### src/rtl/mem_port_arbiter.sv
// Two-requester round-robin arbiter for a single memory-controller command port.
// Gated on synchronised calibration; one command per grant; grant held until done or timeout.
module mem_port_arbiter #(
  parameter int unsigned ADDR_W   = 30,
  parameter int unsigned BL_W     = 6,
  parameter int unsigned HOLD_MAX = 4096,
  parameter int unsigned HOLD_CW  = 13
) (
  input  logic                  clk,
  input  logic                  reset,
  input  logic                  mem_calib_done,
  input  logic                  cmd_full,
  input  logic [1:0]            req,
  input  logic [5:0]            req_instr,
  input  logic [2*BL_W-1:0]     req_bl,
  input  logic [2*ADDR_W-1:0]   req_addr,
  input  logic [1:0]            req_done,
  output logic [1:0]            grant,
  output logic [1:0]            cmd_issued,
  output logic [2:0]            cmd_instr,
  output logic [BL_W-1:0]       cmd_bl,
  output logic [ADDR_W-1:0]     cmd_byte_addr,
  output logic                  cmd_en,
  output logic                  timeout_err,
  output logic                  align_err,
  output logic [1:0]            state_dbg
);

  typedef enum logic [1:0] {
    WAIT_CAL = 2'd0,
    IDLE     = 2'd1,
    ISSUE    = 2'd2,
    HOLD     = 2'd3
  } state_t;

  localparam logic [HOLD_CW-1:0] HOLD_LAST = HOLD_CW'(HOLD_MAX - 1);

  state_t              state_q, state_d;
  logic                calib_meta_q, calib_meta_d;
  logic                calib_s_q, calib_s_d;
  logic [1:0]          grant_q, grant_d;
  logic [1:0]          cmd_issued_q, cmd_issued_d;
  logic                cmd_en_q, cmd_en_d;
  logic [2:0]          cmd_instr_q, cmd_instr_d;
  logic [BL_W-1:0]     cmd_bl_q, cmd_bl_d;
  logic [ADDR_W-1:0]   cmd_addr_q, cmd_addr_d;
  logic                timeout_q, timeout_d;
  logic                align_q, align_d;
  logic                last_owner_q, last_owner_d;
  logic [HOLD_CW-1:0]  hold_cnt_q, hold_cnt_d;

  logic                win;
  logic                owner;
  logic [ADDR_W-1:0]   sel_addr;

  // Tie goes to whoever did not own the port last; a lone requester always wins.
  assign win      = (req == 2'b11) ? ~last_owner_q : req[1];
  assign owner    = grant_q[1];
  assign sel_addr = win ? req_addr[2*ADDR_W-1:ADDR_W] : req_addr[ADDR_W-1:0];

  always_comb begin
    calib_meta_d = mem_calib_done;
    calib_s_d    = calib_meta_q;
    state_d      = state_q;
    grant_d      = grant_q;
    cmd_issued_d = '0;
    cmd_en_d     = 1'b0;
    cmd_instr_d  = cmd_instr_q;
    cmd_bl_d     = cmd_bl_q;
    cmd_addr_d   = cmd_addr_q;
    timeout_d    = timeout_q;
    align_d      = align_q;
    last_owner_d = last_owner_q;
    hold_cnt_d   = hold_cnt_q;

    case (state_q)
      WAIT_CAL: begin
        if (calib_s_q) state_d = IDLE;
      end
      IDLE: begin
        if (!calib_s_q) begin
          state_d = WAIT_CAL;
        end else if (|req) begin
          grant_d     = win ? 2'b10 : 2'b01;
          cmd_instr_d = win ? req_instr[5:3] : req_instr[2:0];
          cmd_bl_d    = win ? req_bl[2*BL_W-1:BL_W] : req_bl[BL_W-1:0];
          cmd_addr_d  = {sel_addr[ADDR_W-1:2], 2'b00};
          if (sel_addr[1:0] != 2'b00) align_d = 1'b1;
          state_d     = ISSUE;
        end
      end
      ISSUE: begin
        if (!cmd_full) begin
          cmd_en_d     = 1'b1;
          cmd_issued_d = grant_q;
          hold_cnt_d   = '0;
          state_d      = HOLD;
        end
      end
      HOLD: begin
        hold_cnt_d = hold_cnt_q + HOLD_CW'(1);
        // A done arriving on the timeout cycle wins, so no error is flagged.
        if (req_done[owner] || (hold_cnt_q == HOLD_LAST)) begin
          if (!req_done[owner]) timeout_d = 1'b1;
          grant_d      = '0;
          last_owner_d = owner;
          state_d      = IDLE;
        end
      end
      default: state_d = WAIT_CAL;
    endcase
  end

  always_ff @(posedge clk or negedge reset) begin
    if (!reset) begin
      state_q      <= WAIT_CAL;
      calib_meta_q <= 1'b0;
      calib_s_q    <= 1'b0;
      grant_q      <= '0;
      cmd_issued_q <= '0;
      cmd_en_q     <= 1'b0;
      cmd_instr_q  <= '0;
      cmd_bl_q     <= '0;
      cmd_addr_q   <= '0;
      timeout_q    <= 1'b0;
      align_q      <= 1'b0;
      last_owner_q <= 1'b1;
      hold_cnt_q   <= '0;
    end else begin
      state_q      <= state_d;
      calib_meta_q <= calib_meta_d;
      calib_s_q    <= calib_s_d;
      grant_q      <= grant_d;
      cmd_issued_q <= cmd_issued_d;
      cmd_en_q     <= cmd_en_d;
      cmd_instr_q  <= cmd_instr_d;
      cmd_bl_q     <= cmd_bl_d;
      cmd_addr_q   <= cmd_addr_d;
      timeout_q    <= timeout_d;
      align_q      <= align_d;
      last_owner_q <= last_owner_d;
      hold_cnt_q   <= hold_cnt_d;
    end
  end

  assign grant         = grant_q;
  assign cmd_issued    = cmd_issued_q;
  assign cmd_en        = cmd_en_q;
  assign cmd_instr     = cmd_instr_q;
  assign cmd_bl        = cmd_bl_q;
  assign cmd_byte_addr = cmd_addr_q;
  assign timeout_err   = timeout_q;
  assign align_err     = align_q;
  assign state_dbg     = state_q;

endmodule

### config.mk
export PLATFORM = sky130hd
export DESIGN_NAME = mem_port_arbiter
export DESIGN_NICKNAME = d
export VERILOG_FILES = /design/src/rtl/mem_port_arbiter.sv
export SDC_FILE = /design/constraint.sdc
export NUM_CORES = 1
export LEC_CHECK = 0
export ABC_AREA = 1
export BUFFER_PORTS_ARGS = -buffer_cell sky130_fd_sc_hd__clkbuf_2
export CAP_MARGIN = 10
export CORE_MARGIN = 2
export CORE_UTILIZATION = 48
export CTS_CLUSTER_SIZE = 14
export DETAILED_ROUTE_END_ITERATION = 7
export MAX_ROUTING_LAYER = met4
export PLACE_DENSITY_LB_ADDON = 0.3
export SETUP_SLACK_MARGIN = 0.15
export SYNTH_ARGS = -nofsm -noshare
export SYNTH_HDL_FRONTEND = slang
export SYNTH_SLANG_ARGS = --single-unit
### constraint.sdc
create_clock -name clk -period 2.05 [get_ports clk]
set_clock_uncertainty 0.1 [all_clocks]
set_input_delay 0.1025 -clock clk [delete_from_list [all_inputs] [get_ports clk]]
set_output_delay 0.1025 -clock clk [all_outputs]
set_load 0.1 [all_outputs]
==> flow_summary.toml, run 1 <==
[detailed_routing]
drtPass1Iterations = 4
drtAntennaViolNets = 0
drt_iter0_drc = 187
drc = 0
vias = 3448
wl_mm = 10.22
via_per_inst = 5.123
avgRoutedWirePerCell_microns = 15.18

[clock_network]
clk_pin_slew_ns = 0.07
cts.sinks = 62
cts_buffer_depth = 2
cts_max_level = 3
clkLatencyLatePin_ns = 0.34
cts_tree = "done"
postCtsSetupRepairBufs = 0
cts-root-buf = "clkbuf_8"
numCtsBuffers = 9

[placement]
hpwlAfterDp_mm = 5.527
gp_congestion = 0.8300
place_area_sq_um = 3750
portBuffers = 131

[global_routing]
grt_max_degree = 39
grt_busiest_layer = "met2"
use_met1_pct = 34.42
globalRouteOverflowTotal = 0
met3_usage_pct = 4.916
grt_pass1_wl_mm = 16.58
grt_use_total_pct = 30.44
globalRouteMet2Util_pct = 51.15
antenna_found_initial = 0
grt_pass1_vias = 3567

[timing]
setup_viol = 0
setup_tns_ns = 0
min_period_over_period_pct = 86.79
fin_crit_ns = 1.779
relSlewSlack_pct = 57.90
finalHoldViolCount = 0
drv_slew = 0
rsz0062_at_grt = "no"
max_clock_freq_ghz = 0.5621
hold_ws_ns = 0.03053
tightest_slew_ns = 0.6305

[die]
die_width_microns = 84.31
core_area_sq_um = 6277
num_io_pins = 134
dieArea_sq_um = 7107
start_util_pct = 49.31
fp-row-count = 29
die_h_microns = 84.31

[synth]
avgSynthCellArea_sq_um = 8.061
synth_area_sq_um = 3095
synth_cell_type_count = 30
syn_inst = 384
yosys_warnings = 0
seq_area_frac_synth_pct = 50.16
synth_top_area_share_pct = 49.31
synth.top_cells.by_area = "dfrtp_1 (49%), nand2_1 (11%), o21ai_1 (8.1%)"
yosys_most_used_dff = "dfrtp_1"
async_reset_ff_share_pct = 100.0
ys_top_cells_by_count = "nand2_1 (93), dfrtp_1 (61), nor2_1 (60)"
synth_edf_count = 0
synth-seq-cells = 62
synth_top_cell_by_area = "dfrtp_1"
synth_most_common_cell = "nand2_1"

[setup_path]
crit_start = "state_dbg[1]"
crit_top_cell = "o21ai_0"
cp-end-kind = "flip-flop"
worstPathMaxFanout = 38
crit_family = "flip-flops"
crit_path_start_kind = "flip-flop"
cp.arrival_ns = 1.92
r2r-start = "state_dbg[1]"
path_class = "reg -> reg"
cp_cell_sequence = "inv_1 > ha_1 > nand2_1 > nor2_4 > buf_12 > o21ai_0 > o21ai_0"
cp_num_buf_inv = 2
slowest_stage = "dfrtp_2"
cpPeakStageDelay_ns = 0.43
required_ns = 2.19

[pwr]
p_per_area_nw_per_um2 = 1689
max-vdd-ir-drop_mv = 1.409
power_frac_seq_pct = 25.4
switching_power_mw = 4.847
p_int_mw = 3.151
fin_total_pwr_mw = 7.998
p_clk_share_pct = 13.0
comb_power_share_pct = 61.6
switching_share_pct = 60.61
p_leak_nw = 2.443

[flow_run]
drv_cap = 0

[final_layout]
drive_gt1_share_pct = 28.07
area_growth_pct = 52.95
nNetsFinal = 682
post-route-cell-area_sq_um = 4735

[status]
status = "complete, no violations"

[min_path]
hp-start = "req_addr[0]"
worstHoldPathType = "in -> reg"
==> kinds of logic (layout without fill, tap and decap cells) <==
family	Yosys count	after routing	share of synthesized area [%]
and+or+nand+nor	179	179	24.17
adders and majority gates	5	5	2.021
buffers and inverters	45	255	7.720
AOI/OAI and AO/OA	92	92	15.80
other	1	3	0.1211
DFF	62	62	50.16
==> flip-flops by register name, summed over array words and instances (netlist names) <==
register and cells:
cmd_byte_addr 28, hold_cnt_q 13, cmd_bl 6, cmd_instr 3, cmd_issued 2, grant 2
state_dbg 2, align_err 1, calib_meta_q 1, calib_s_q 1, cmd_en 1, last_owner_q 1
timeout_err 1
==> path summary, 6_finish.rpt <==
| kind | depth (start not counted) | end | slack [ns] |
|---|---|---|---|
| worst max-delay path | 7 | cmd_byte_addr[7] | 0.27 |
| worst min register to register | 0 | calib_s_q | 0.25 |
| min in group asynchronous | 2 | hold_cnt_q[0] | 0.20 |
| max in group asynchronous | 3 | cmd_byte_addr[16] | 0.94 |
| worst max register to register | 7 | cmd_byte_addr[7] | 0.27 |
| worst min-delay path | 5 | align_err | 0.03 |
==> tightest hold or removal path: cells and delay by family <==
kind,cells,cell delay [ns]
AOI/OAI and AO/OA,1,0.12
and+or+nand+nor,3,0.12
buffers and inverters,1,0.08
==> what timing repair did <==
action | in CTS | in global routing
gates resized for setup | 0 | 3
endpoints found under the setup margin | 0 | 32
hold buffers | 78 | 0
endpoints found under the hold margin | 63 | 0
==> area by class of cell <==
type	count	area, sq um
Multi-Input combinational cell	278	1308
Tap cell	77	96.34
Timing Repair Buffer	214	1486
Clock buffer	11	141.4
Inverter	26	97.59
Clock inverter	4	47.55
Sequential cell	62	1555
Fill cell	431	1543
Antenna cell	1	2.502
==> power by group through the flow <==
stage / clock [mW] / sequential (mW) / combinational (mW)
detailed placement: 0 / 2.02 / 4.73
floorplan: 0 / 4.90 / 1.07
global placement: 0 / 2.02 / 4.67
finish: 1.04 / 2.03 / 4.92
global route: 1.14 / 2.08 / 5.16
CTS: 1.06 / 2.01 / 4.85
==> per-stage QoR <==
step           util, %  instances  setup WS [ns]
3_5_place_dp     59.74        579         0.2277
3_3_place_gp     59.74        579         0.3445
2_1_floorplan        -        385         0.1651
4_1_cts          75.18        672         0.1926
6_report         75.42        673         0.2709
5_1_grt          75.38        672         0.1820
==> placed cells by master (no fill, tap or decap), types with 2 or more instances in the layout <==
master and count:
clkinv_2 2, nand3_1 9, nor3_1 3, o21bai_1 2, clkbuf_2 131, nand2_2 4
dfrtp_1 59, a21oi_1 5, dfrtp_2 2, inv_1 23, conb_1 2, nor2_1 60
dlygate4sd3_1 78, o21ai_0 30, nor2_4 3, nand2_1 93, nand4_1 3, clkbuf_8 10
buf_4 4, inv_2 3, ha_1 5, o21ai_1 50
==> layer usage <==
metal | share of wire [%] | wire, microns
met1 | 39 | 3954
met2 | 51 | 5204
met3 | 5.6 | 568
met4 | 4.8 | 490
met5 | 0 | 0
Note: power is estimated with default switching activity, not from simulation.
==> inputs of run 2 (changes only) <==
- CORE_ASPECT_RATIO: not set -> 0.8
- CORE_MARGIN: 2 -> not set
- GPL_TIMING_DRIVEN: not set -> 0
==> run 2 against run 1 <==
  * Clock-buffer cell count decreased by 2
  * Die area decreased by 4.7%
  * Sequential share of layout area decreased by 0.80 points
  * Flip-flop and latch count unchanged
  * Critical path type unchanged
  * Largest cell class is now buffers
  * Largest power group unchanged
==> flow_summary.toml, run 2 (synthesized netlist as in run 1, its figures left out) <==
[setup_path]
required_ns = 2.18
path_class = "reg -> reg"
worstPathMaxFanout = 8
cp-end-kind = "flip-flop"
cp.arrival_ns = 1.86
crit_path_start_kind = "flip-flop"

[detailed_routing]
wl_mm = 10.65
drtPass1Iterations = 5
drtAntennaViolNets = 0
drt_iter0_drc = 308
via_per_inst = 5.159
drc = 0
vias = 3575
avgRoutedWirePerCell_microns = 15.37

[final_layout]
largest_reg_flops = 28
layout_common_cells = "clkbuf_2 (130), nand2_1 (93), dlygate4sd3_1 (77)"
seqCellArea_sq_um = 1555
drive_gt1_share_pct = 29.79
layout_commonest_cell = "clkbuf_2"
area_growth_pct = 56.79
fillers = 358
nNetsFinal = 697
multi_input_area_sq_um = 1313
fin_cells = 693

[clock_network]
cts.sinks = 62
cts_buffer_depth = 2
cts-root-buf = "clkbuf_8"
cts_tree = "done"
numCtsBuffers = 9
cts_max_level = 3
clkLatencyLatePin_ns = 0.34
clk_pin_slew_ns = 0.07

[global_routing]
globalRouteOverflowTotal = 0
grt_pass1_vias = 3552
grt_pass1_wl_mm = 16.55
antenna_found_initial = 0
grt_use_total_pct = 33.54
grt_max_degree = 63

[pwr]
p_per_area_nw_per_um2 = 1670
p_leak_nw = 2.511
max-vdd-ir-drop_mv = 1.286

[timing]
hold_ws_ns = 0.01402
relSlewSlack_pct = 43.16
min_period_over_period_pct = 84.39
tightest_slew_ns = 0.8525
rsz0062_at_grt = "no"
max_clock_freq_ghz = 0.5780
fin_crit_ns = 1.730
setup_viol = 0
setup_tns_ns = 0
drv_slew = 0
finalHoldViolCount = 0

[die]
fp-row-count = 25
die_h_microns = 73.83
dieArea_sq_um = 6776
die_width_microns = 91.79
num_io_pins = 134
core_area_sq_um = 6068
start_util_pct = 51.01

[placement]
gp_congestion = 0.8432
portBuffers = 131
placed_cells = 597
hpwlAfterDp_mm = 5.583

[min_path]
worstHoldPathType = "in -> reg"

[flow_run]
drv_cap = 0

[status]
status = "complete, no violations"
==> run 2: worst paths after layout <==
path	slack [ns]	cells after the start	from	end
min in group asynchronous	0.32	2	reset	state_dbg[0]
max in group asynchronous	0.95	2	reset	cmd_byte_addr[27]
max reg2reg	0.32	8	state_dbg[0]	hold_cnt_q[8]
min	0.01	3	req_addr[5]	cmd_byte_addr[5]
min reg2reg	0.25	0	calib_meta_q	calib_s_q
max	0.32	8	state_dbg[0]	hold_cnt_q[8]
==> run 2: area by class of cell <==
type,count,share of cell area [%]
antenna,1,0.05156
buffer,19,3.119
multi-input combinational,278,27.04
timing repair buffer,210,29.75
sequential,62,32.04
clock inverter,7,1.341
tap,81,2.088
inverter,26,2.011
clock buffer,9,2.552
==> run 2: routing by layer <==
layer | GRT usage, % | up-vias | part of all wire, %
li1 | - | 1686 | -
met1 | 36.87 | 1611 | 39
met2 | 56.06 | 230 | 49
met3 | 10.56 | 48 | 8.2
met4 | 16.67 | 0 | 4.1
met5 | - | - | 0
==> run 2: power breakdown <==
group / leakage (nW) / internal, mW / switching (mW) / total (mW)
Clock: 0.0948 / 0.551 / 0.471 / 1.02
Sequential: 0.770 / 1.71 / 0.329 / 2.04
Combinational: 1.65 / 0.929 / 4.11 / 5.04
Total: 2.51 / 3.19 / 4.91 / 8.10
==> run 2: per-stage QoR <==
stage	power (mW)	utilization [%]	worst slack, ns	instance area (sq um)
after detailed placement	6.841	63.63	0.3401	3861
after CTS	7.983	79.61	0.1785	4831
after global routing	8.470	79.94	0.1677	4851
after floorplan	5.975	-	0.1651	3102
after global placement	6.767	63.59	0.3443	3859
final	8.104	79.98	0.3200	4853
==> run 2: critical path, stage by stage (launching register included) <==
cell,delay [ns]
dfrtp_2,0.44
inv_1,0.09
ha_1,0.26
nand2_1,0.16
o21ai_4,0.16
nor2_1,0.13
a21o_1,0.18
nand2_1,0.05
nor2_1,0.05
==> run 2: repair_timing <==
| action | in CTS | in global routing |
|---|---|---|
| gates resized for setup | 0 | 5 |
| buffers inserted | 0 | 2 |
| endpoints found under the hold margin | 103 | 0 |
| hold buffers | 78 | 0 |
| setup endpoints to repair | 0 | 1 |
